--- src/rtl/aes_round_ctrl_pkg.sv ---
// Shared types for the AES round controller: FSM state encoding, round count
// and the 128-bit cipher state type.
package aes_pkg;

  typedef enum logic [2:0] {
    IDLE  = 3'd0,
    START = 3'd1,
    WAIT  = 3'd2,
    DONE  = 3'd3,
    GAP   = 3'd4
  } state_e;

  localparam int AES_NR = 10;

  typedef logic [127:0] aes_state_t;

endpackage

--- src/rtl/aes_round_ctrl.sv ---
// AES-128 round sequencer: whitens the plaintext, hands each round to an external
// round transform, adds the round key to its result and reports the ciphertext.
module aes_round_ctrl
  import aes_pkg::*;
#(
  parameter int NR       = AES_NR,
  parameter int DONE_GAP = 0
) (
  input  logic       clk,
  input  logic       rst_n,
  input  logic       start_i,
  input  aes_state_t pt_i,
  output logic       ready_o,
  output logic [3:0] rk_idx_o,
  input  aes_state_t rk_i,
  output logic       tf_start_o,
  output aes_state_t tf_s_o,
  input  aes_state_t tf_sr_i,
  input  aes_state_t tf_mc_i,
  input  logic       tf_done_i,
  output aes_state_t ct_o,
  output logic       valid_o
);

  localparam int GW = (DONE_GAP > 0) ? $clog2(DONE_GAP + 1) : 1;

  state_e          state_q, state_d;
  logic [3:0]      round_q, round_d;
  aes_state_t      st_q, st_d;
  aes_state_t      ct_q, ct_d;
  logic [GW-1:0]   gap_q, gap_d;

  always_ff @(posedge clk) begin
    if (!rst_n) begin
      state_q <= IDLE;
      round_q <= 4'd0;
      st_q    <= '0;
      ct_q    <= '0;
      gap_q   <= '0;
    end else begin
      state_q <= state_d;
      round_q <= round_d;
      st_q    <= st_d;
      ct_q    <= ct_d;
      gap_q   <= gap_d;
    end
  end

  always_comb begin
    state_d    = state_q;
    round_d    = round_q;
    st_d       = st_q;
    ct_d       = ct_q;
    gap_d      = gap_q;
    ready_o    = 1'b0;
    tf_start_o = 1'b0;
    valid_o    = 1'b0;
    rk_idx_o   = round_q;

    case (state_q)
      IDLE: begin
        ready_o  = 1'b1;
        rk_idx_o = 4'd0;
        if (start_i) begin
          st_d    = pt_i ^ rk_i;
          round_d = 4'd1;
          state_d = START;
        end
      end
      START: begin
        tf_start_o = 1'b1;
        state_d    = WAIT;
      end
      WAIT: begin
        if (tf_done_i) begin
          if (round_q < 4'(NR)) begin
            st_d    = tf_mc_i ^ rk_i;
            round_d = round_q + 4'd1;
            state_d = START;
          end else begin
            // Last round skips MixColumns; ct is latched here so it outlives st.
            st_d    = tf_sr_i ^ rk_i;
            ct_d    = tf_sr_i ^ rk_i;
            state_d = DONE;
          end
        end
      end
      DONE: begin
        valid_o  = 1'b1;
        rk_idx_o = 4'd0;
        gap_d    = '0;
        state_d  = (DONE_GAP > 0) ? GAP : IDLE;
      end
      GAP: begin
        rk_idx_o = 4'd0;
        if (gap_q == GW'(DONE_GAP - 1)) state_d = IDLE;
        else                            gap_d   = gap_q + 1'b1;
      end
      default: state_d = IDLE;
    endcase
  end

  assign tf_s_o = st_q;
  assign ct_o   = ct_q;

endmodule
--- config.mk ---
export PLATFORM = sky130hd
export DESIGN_NAME = aes_round_ctrl
export DESIGN_NICKNAME = d
export VERILOG_FILES = /design/src/rtl/aes_round_ctrl_pkg.sv /design/src/rtl/aes_round_ctrl.sv
export SDC_FILE = /design/constraint.sdc
export NUM_CORES = 1
export LEC_CHECK = 0
export BUFFER_PORTS_ARGS = -buffer_cell sky130_fd_sc_hd__clkbuf_2
export CAP_MARGIN = 20
export CORE_AREA = 2 2 306 308
export DETAILED_ROUTE_END_ITERATION = 8
export DIE_AREA = 0 0 308 310
export PLACE_DENSITY = 0.43
export SLEW_MARGIN = 10
export SYNTH_ARGS = -nofsm -noshare
export SYNTH_HDL_FRONTEND = slang
export SYNTH_SLANG_ARGS = --single-unit
--- constraint.sdc ---
create_clock -name clk -period 2.5 [get_ports clk]
set_input_delay 0.125 -clock clk [delete_from_list [all_inputs] [get_ports clk]]
set_output_delay 0.125 -clock clk [all_outputs]
set_load 0.1 [all_outputs]
==> results of run 1 <==
==> synth_stat cells <==
master | number | area, um2
nand2b_1 | 1 | 6.26
nand3_1 | 97 | 485
o21a_1 | 1 | 7.51
o22a_1 | 1 | 8.76
inv_2 | 1 | 3.75
nor3_2 | 1 | 10.0
a41oi_1 | 1 | 8.76
buf_4 | 12 | 90.1
xor2_1 | 84 | 736
nor3b_1 | 54 | 405
a221oi_1 | 1 | 8.76
nand2_1 | 175 | 657
a31oi_1 | 101 | 632
nor3_1 | 1 | 5.00
dfxtp_1 | 262 | 5250
o221ai_1 | 5 | 43.8
nand3b_1 | 1 | 7.51
a32oi_1 | 23 | 201
a21oi_1 | 79 | 395
ha_1 | 6 | 75.1
inv_1 | 2 | 7.51
o21ai_0 | 104 | 521
o211a_1 | 2 | 20.0
and2_1 | 4 | 25.0
nor2b_1 | 76 | 475
or4_1 | 28 | 210
mux2i_1 | 79 | 791
buf_1 | 5 | 18.8
or3_1 | 1 | 6.26
clkbuf_1 | 84 | 315
o2111ai_1 | 1 | 8.76
o22ai_1 | 96 | 601
buf_2 | 65 | 325
a211oi_1 | 128 | 961
nor2_1 | 184 | 691
o31ai_1 | 27 | 203
o21ai_4 | 1 | 16.3
buf_6 | 3 | 33.8
xnor2_1 | 172 | 1510
nor4b_1 | 1 | 8.76
==> metrics by stage <==
step | setup slack (ps) | instance area, um2 | power, mW | hold slack [ps]
after global placement | 339 | 21200 | 20.6 | 419
after CTS | 21.4 | 27600 | 26.8 | 1.20
after global routing | 3.57 | 27800 | 28.2 | 14.8
after detailed placement | 319 | 21200 | 20.6 | 422
final | 129 | 27800 | 27.0 | 17.5
after floorplan | 270 | 15800 | 16.8 | 261
==> worst paths after layout <==
| check | startpoint | endpoint | cells past startpoint |
|---|---|---|---|
| setup reg to reg | round_q[2] | tf_s_o[124] | 6 |
| hold / removal | tf_sr_i[50] | ct_o[50] | 3 |
| setup / recovery | round_q[2] | tf_s_o[124] | 6 |
| hold reg to reg | tf_s_o[57] | tf_s_o[57] | 2 |
==> layout make-up <==
cell class              count  area, um2
diodes                      5       12.5
clock buffers              56       1070
clock inverters            11        105
fillers                  9968      64700
inverters                   3       16.3
multi-input cells        1536       9790
flip-flops and latches    262       5250
well taps                1197       1500
repair buffers           1379      10000
==> kinds of logic (layout without fill, tap and decap cells) <==
logic type / count (synthesis) / count (layout) / synth area share (%)
other cells: 0 / 5 / 0
xor+xnor: 256 / 256 / 14.2
fa+ha+maj: 6 / 6 / 0.476
mux: 79 / 79 / 5.01
flops: 262 / 262 / 33.2
buf+inv: 172 / 1449 / 5.04
simple gates: 624 / 624 / 19.0
compound gates: 571 / 571 / 23.0
==> critical path, stage by stage (launching register included) <==
cell,delay (ps)
dfxtp_1,500
o21a_4,310
buf_12,290
buf_12,260
nand3_1,110
dlygate4sd3_1,580
a31oi_1,170
==> report_power, final <==
group | internal [mW] | switching [mW] | leakage, nW
logic | 3.70 | 12.1 | 8.71
clock network | 3.07 | 2.26 | 0.574
registers | 5.21 | 0.644 | 2.14
total | 12.0 | 15.0 | 11.4
==> per-layer routing <==
metal | GRT usage, % | vias to the layer above | share of wire, %
li1 | - | 9651 | -
met1 | 18.3 | 9491 | 39
met2 | 28.6 | 776 | 48
met3 | 4.27 | 222 | 6.9
met4 | 9.43 | 4 | 5.6
met5 | 0 | - | 0.035
==> what timing repair did <==
| action | 4_1_cts | 5_1_grt |
|---|---|---|
| setup buffers | 0 | 11 |
| gates resized for setup | 0 | 9 |
| hold endpoints to repair | 253 | 0 |
| hold buffers | 525 | 0 |
| setup endpoints to repair | 0 | 38 |
==> registers in the layout, summed over array words and instances, names as in the netlist <==
register and count:
ct_o 128, tf_s_o 128, round_q 4, state_q 2
==> summary.txt, run 1 <==
Run status
  – Status: finished clean

CTS
  – CTS Buf Count: 38
  – CTS tree: done
  – Worst-Skew Late Latency: 560 ps
  – Max H-tree Level: 2
  – Bufs on Longest Clock Path: 3
  – Root Driver: clkbuf_16
  – Reg clk slew, reported paths: approximately 60 ps
  – Clock sinks: 262

Worst setup path
  – Critical Path Sink Type: flop
  – CP Max Fanout: 42
  – Crit path launch type: flop
  – Critical path class: reg -> reg
  – Required time worst endpoint: slightly below 3000 ps
  – R2R Setup Slk: between 100 and 150 ps
  – WP data arrival: roughly 2900 ps

Flow run
  – Max-cap violations: 0

Timing
  – Final hold violations: 0
  – Tcrit/Tclk final: 94.9%
  – Setup TNS: 0 ps
  – Final slew viol count: 0
  – RSZ-0062 raised after global routing: false
  – Min Tclk post-route: between 2000 and 2500 ps
  – Final count of negative-setup-slack endpoints: 0
  – Fmax: approximately 420 MHz
  – Worst slew pin tran: ~870 ps
  – Slew Limit Headroom: between 40% and 50%
  – Final setup skew: about 23 ps

Global route
  – Largest net degree at the start of global routing: between 70 and 80
  – GRT Util Overall: between 10% and 20%
  – First-pass GRT wire length: about 120000 um
  – Number of antenna violations at the first check in global routing: 10
  – Gr ovfl total: 0
  – Vias in the first global route: roughly 21k

Floorplan
  – DIE AREA: roughly 0.095 mm2
  – Die Y: between 300 and 400 um
  – Initial core utilization: 17.1%
  – Io pins: 779
  – Core area: 0.0925 mm2
  – Die width: just over 300 um
  – Rows: ~110

Synth
  – Synth cell types: 40
  – Net Count, Synth: approximately 2.5k
  – Sequential fraction of the synthesis area: around a third
  – Post-Syn Instances: just under 2k
  – Syn Area/Cell: 8.01 um2
  – Total number of yosys warnings: 0
  – Synth Register Bits: approximately 260
  – Post-Syn Area: 0.0158 mm2

Routing
  – DR iter-0 viols: around 900
  – Via count: 20.1k
  – DRC Markers: 0
  – Final WL: between 80000 and 90000 um
  – Antenna violation net count after detailed routing: 0
  – DRT Pass-1 Iters: 6
  – Wirelength per Cell: roughly 19 um
  – Vias per inst: ~4.5

Placed design
  – Final RePlAce weighted congestion: slightly above 0.8
  – PortBufs: slightly below 800
  – Post-DP HPWL: around 60000 um
  – Post-Place Cells: approximately 3.8k

Finish
  – Most common cell after layout, fill and taps aside: clkbuf_2
  – Area Growth Syn to Fin: 76.1%
  – Net count reported at finish: approximately 3.7k
  – Cell Count, Final, Fillers Out: approximately 4.4k
  – Share of cells above drive strength 1: approximately 28%
  – Finished Core Util: 30.0%
  – Commonest cells after routing, fill and taps aside: clkbuf_2 (777), dlygate4sd3_1 (525), dfxtp_1 (260)

Pwr
  – Leak: 11.4 nW
  – Max IR drop VDD: ~0.7 mV
  – Power per Cell Area: around 970 mW/mm2

Hold path
  – Hold Path Class: in -> reg
Note: power is estimated with default switching activity, not from simulation.
==> run 2, diff against run 1 <==
==> constraint.sdc (replaced) <==
create_clock -name clk -period 2.5 [get_ports clk]
set_input_delay 0.25 -clock clk [delete_from_list [all_inputs] [get_ports clk]]
set_output_delay 0.25 -clock clk [all_outputs]
set_load 0.1 [all_outputs]
==> run 2 against run 1 <==
Against the previous run: non-clock buffer count fell by 430; critical endpoint is now rk_idx_o[2]; global-route usage decreased by 0.86 points; count of clock-buffer cells in the layout decreased by 1; core utilization shrank 4.6 points; first-iteration DRC count grew 1.5%.
==> summary.txt, run 2 (synthesis results as in run 1) <==
Timing
  – RSZ-0062 raised after global routing: false
  – Fmax: around 430 MHz
  – Final hold violations: 0
  – Minimum hold slack: a little under 40 ps
  – Setup TNS: 0 ps
  – Slew Limit Headroom: roughly 46%
  – Final count of negative-setup-slack endpoints: 0
  – Worst slew pin tran: about 800 ps
  – Tcrit/Tclk final: around 94%
  – Final worst slack: around 160 ps
  – Final slew viol count: 0
  – Min Tclk post-route: ~2300 ps
  – Final setup skew: 18.5 ps

Global route
  – Vias in the first global route: approximately 18k
  – First-pass GRT wire length: approximately 110000 um
  – Largest net degree at the start of global routing: 87
  – Gr ovfl total: 0
  – Number of antenna violations at the first check in global routing: 7
  – GRT Util Overall: approximately 16%

Pwr
  – Clock power share: a little over a fifth
  – Leak: 9.79 nW
  – Power per Cell Area: around 1100 mW/mm2
  – Part of the power in registers: roughly 22%
  – Combinational power share: 56.3%
  – Max IR drop VDD: ~1 mV
  – Switching Share: a little under three fifths
  – Power Total: around 26 mW
  – Internal: ~12 mW
  – Net Sw Power: approximately 15 mW

Placed design
  – Dpl cell area: around 0.021 mm2
  – Final RePlAce weighted congestion: between 0.8 and 0.9
  – Dpl ws: roughly 300 ps
  – PortBufs: roughly 780
  – Post-DP HPWL: between 50000 and 60000 um
  – Post-Place Cells: about 3.8k

Floorplan
  – Io pins: approximately 780
  – Die Y: slightly above 300 um
  – Rows: approximately 110
  – Die width: between 300 and 400 um
  – Core area: just over 0.09 mm2
  – Initial core utilization: ~17%
  – DIE AREA: about 0.095 mm2

CTS
  – Root Driver: clkbuf_16
  – Worst-Skew Late Latency: 560 ps
  – Bufs on Longest Clock Path: 3
  – Post-CTS Setup Bufs: 0
  – Clock sinks: 262
  – CTS tree: done
  – Max H-tree Level: 2
  – Reg clk slew, reported paths: around 60 ps
  – CTS Buf Count: 38

Worst setup path
  – CP delay by family, top: buffers and inverters
  – Critical-path top delay cell: buf_2
  – CP bufs+invs: 2
  – Critical Path Sink Type: output port
  – Crit-path cells: inv_1, ha_2, and2_1, buf_2
  – Crit path largest cell delay: between 400 and 500 ps
  – Crit path launch type: flop
  – WP data arrival: 2090 ps
  – CP Max Fanout: 5
  – Critical path class: reg -> out
  – Required time worst endpoint: around 2300 ps

Routing
  – Antenna violation net count after detailed routing: 0
  – Vias per inst: approximately 4.5
  – Wirelength per Cell: approximately 20 um
  – Via count: around 18k
  – Final WL: just under 80000 um
  – DRC Markers: 0
  – DR iter-0 viols: slightly above 900
  – DRT Pass-1 Iters: 5

Finish
  – Net count reported at finish: roughly 3.3k
  – Area Growth Syn to Fin: 49.1%
  – Finished Core Util: 25.4%
  – Cell Count, Final, Fillers Out: around 4k
  – Final instance area: about 0.024 mm2
  – Commonest cells after routing, fill and taps aside: clkbuf_2 (773), dfxtp_1 (262), nor2_1 (183)
  – Share of cells above drive strength 1: between 30% and 40%
  – Most common cell after layout, fill and taps aside: clkbuf_2

Flow run
  – Max-cap violations: 0

Hold path
  – Hold Path Class: in -> reg

Run status
  – Status: finished clean
-- run 2: tightest hold or removal path: stages --
cell and delay [ps]:
clkbuf_2 90, xnor2_1 130, a211oi_1 70
-- run 2: worst paths after layout --
path / from / endpoint / slack [ps] / depth (start not counted)
worst max-delay path: state_q[0] / rk_idx_o[2] / 160 / 4
worst min-delay path: tf_sr_i[49] / ct_o[49] / 40 / 3
worst max register to register: state_q[0] / tf_s_o[13] / 260 / 8
worst min register to register: tf_s_o[57] / tf_s_o[57] / 480 / 2
-- run 2: cell type report --
type                       count  area (um2)
sequential                   262        5250
tap                         1197        1500
fill                       10300       69000
clock buffer                  55        1120
antenna                        1        2.50
inverter                       3        16.3
timing repair buffer         949        5720
multi-input combinational   1536        9790
clock inverter                13         128
-- run 2: layer usage --
layer  track usage [%]  vias up  part of all wire [%]
met5                 0        -                 0.083
met4              6.05       10                   3.9
met3              3.85      145                   6.7
met2              27.6      666                    49
met1              18.2     8612                    40
li1                  -     8790                     -
-- run 2: repair_timing --
action / 4_1_cts / 5_1_grt
endpoints found under the hold margin: 126 / 0
resized for setup: 0 / 6
setup endpoints to repair: 0 / 4
hold buffers: 110 / 0
-- run 2: power groups by stage --
stage	clock [mW]	combinational, mW	sequential, mW
4_1_cts	5.77	14.8	5.85
6_report	5.57	14.7	5.85
3_3_place_gp	0	14.6	5.97
3_5_place_dp	0	14.6	5.92
2_1_floorplan	0	3.88	12.9
5_1_grt	5.92	15.4	5.95
==> run 3, diff against run 2 <==
Settings changed: CELL_PAD_IN_SITES_DETAIL_PLACEMENT from default to 1, CELL_PAD_IN_SITES_GLOBAL_PLACEMENT from default to 1, CORE_AREA 2 2 306 308 to 2 2 299 301, DIE_AREA 0 0 308 310 to 0 0 301 303, PLACE_DENSITY 0.43 to 0.58.
Clock period 2.5 ns to 1.9 ns, I/O delays scaled along.
==> run 3 against run 2 <==
Against the previous run: via count grew 6.2%; largest cell class unchanged; non-clock buffer count is 225 higher; count of clock-buffer cells in the layout down 5; routed wire length increased by 12%; core utilization rose by 4.6 points; highest routed layer unchanged; sequential power grew 33%; combinational power up 57%; global-route usage up 2.4 points; critical endpoint is now round_q[3].
==> summary.txt, run 3 (synthesis results as in run 1) <==
Global route
  – Met2 Track Usage GR: 31.8%
  – Largest net degree at the start of global routing: 66
  – GRT busiest layer: met2
  – Vias in the first global route: approximately 20k
  – Number of antenna violations at the first check in global routing: 6
  – GRT met1 Usage: about a fifth
  – GRT Util Overall: about 18%
  – First-pass GRT wire length: ~130000 um
  – Met3 usage: between 4 and 5%
  – Gr ovfl total: 0

Placed design
  – Post-DP HPWL: about 65000 um
  – PortBufs: 778
  – Final RePlAce weighted congestion: 0.844

Routing
  – Antenna violation net count after detailed routing: 0
  – Wirelength per Cell: 21.3 um
  – Final WL: between 80000 and 90000 um
  – DR iter-0 viols: ~670
  – Via count: around 19k
  – Vias per inst: 4.60
  – DRC Markers: 0
  – DRT Pass-1 Iters: 5

Timing
  – Final slew viol count: 0
  – Setup TNS: 0 ps
  – Final hold violations: 0
  – RSZ-0062 raised after global routing: true
  – Min Tclk post-route: about 1900 ps
  – Final setup skew: about 11 ps
  – Slew Limit Headroom: ~55%
  – Fmax: about 530 MHz
  – Tcrit/Tclk final: roughly 99%
  – Minimum hold slack: 22.1 ps
  – Final count of negative-setup-slack endpoints: 0
  – Worst slew pin tran: approximately 670 ps

CTS
  – CTS tree: done
  – Worst-Skew Late Latency: ~540 ps
  – Max H-tree Level: 2
  – Clock sinks: about 260
  – Reg clk slew, reported paths: 60 ps
  – Root Driver: clkbuf_16
  – Bufs on Longest Clock Path: 3
  – CTS Buf Count: 36

Worst setup path
  – Critical-path top delay cell: dfxtp_2
  – CP bufs+invs: 5
  – Critical Path Sink Type: flop
  – Required time worst endpoint: between 2000 and 2500 ps
  – CP delay by family, top: buffers and inverters
  – WP data arrival: 2320 ps
  – Critical path class: reg -> reg
  – CP Max Fanout: 7
  – Crit path largest cell delay: about 330 ps
  – Crit path launch type: flop
  – CP dominant cell by count: buf_4
  – Crit-path cells: inv_2, buf_4, ha_4, nor2b_4, nor3_4, buf_4, bufbuf_16, buf_4, a41oi_2, nor2_1

Floorplan
  – Core area: roughly 0.088 mm2
  – Rows: approximately 110
  – Die Y: around 300 um
  – Die width: between 300 and 400 um
  – Io pins: around 800
  – Initial core utilization: around 18%
  – DIE AREA: approximately 0.091 mm2

Pwr
  – Leak: about 11 nW
  – Power Total: approximately 38 mW
  – Power per Cell Area: about 1400 mW/mm2
  – Max IR drop VDD: ~0.80 mV

Finish
  – Net count reported at finish: around 3.5k
  – Area Growth Syn to Fin: 67.2%
  – Share of cells above drive strength 1: approximately 36%
  – Fillers: roughly 11k
  – Commonest cells after routing, fill and taps aside: clkbuf_2 (769), dfxtp_1 (259), dlygate4sd3_1 (223)
  – Most common cell after layout, fill and taps aside: clkbuf_2

Flow run
  – Max-cap violations: 0

Hold path
  – Hold Path Class: in -> reg

Run status
  – Status: finished clean
-- run 3: cell types whose count changed in the layout (fill, tap and decap cells not counted), sizes merged --
cell,change
bufinv,-1
buf,+106
clkinvlp,-1
bufbuf,+3
inv,+2
diode,+1
dlygate4sd3,+113
clkbuf,-2
-- run 3: repair_timing --
item | in CTS | in global routing
setup buffers | 11 | 11
cloned | 5 | 9
setup endpoints to repair | 22 | 241
resized for setup | 24 | 126
endpoints found under the hold margin | 205 | 0
hold buffers | 223 | 0
pin swaps | 10 | 26
-- run 3: metrics by stage --
step                instances  area (um2)  worst slack [ps]  util [%]
floorplan                1970       15800              28.0         -
CTS                      4186       25700             -19.5      29.2
global placement         3884       21900              -103      24.9
global route             4204       26400             -79.3      30.0
finish                   4205       26400              15.3      30.0
detailed placement       3884       21900             -97.0      24.9
-- run 3: layout make-up --
class,instances,area [um2],share of cell area [%]
antenna,2,5.00,0.0190
clock buffer,50,1030,3.92
clock inverter,13,100,0.380
inverter,3,16.3,0.0617
multi-input combinational,1536,10100,38.4
sequential,262,5250,19.9
tap,1165,1460,5.53
timing repair buffer,1174,8380,31.8
-- run 3: worst paths after layout --
path	start	cells past startpoint	endpoint	slack, ps
setup / recovery	state_q[0]	10	round_q[3]	20
hold / removal	pt_i[65]	4	tf_s_o[65]	20
setup reg to reg	state_q[0]	10	round_q[3]	20
hold reg to reg	tf_s_o[84]	2	tf_s_o[84]	490
-- run 3: worst register-to-register path: cells and delay by family (launching register included) --
| kind | cells | cell delay, ps |
|---|---|---|
| AO/OA/AOI/OAI | 1 | 190 |
| adder cells (fa/ha/maj) | 1 | 150 |
| flip-flops | 1 | 330 |
| AND/OR/NAND/NOR | 3 | 330 |
| buffers and inverters | 5 | 770 |
-- run 3: power breakdown --
group          total (mW)  switching (mW)  internal [mW]
Sequential           7.76           0.896           6.86
Clock                6.81            2.87           3.94
Combinational        23.1            16.7           6.34
Total                37.6            20.5           17.1
-- run 3: routing by layer --
metal	share of wire (%)	routed length [um]
met1	40	36100
met2	49	43900
met3	6.3	5620
met4	4.4	3900
met5	0.050	45
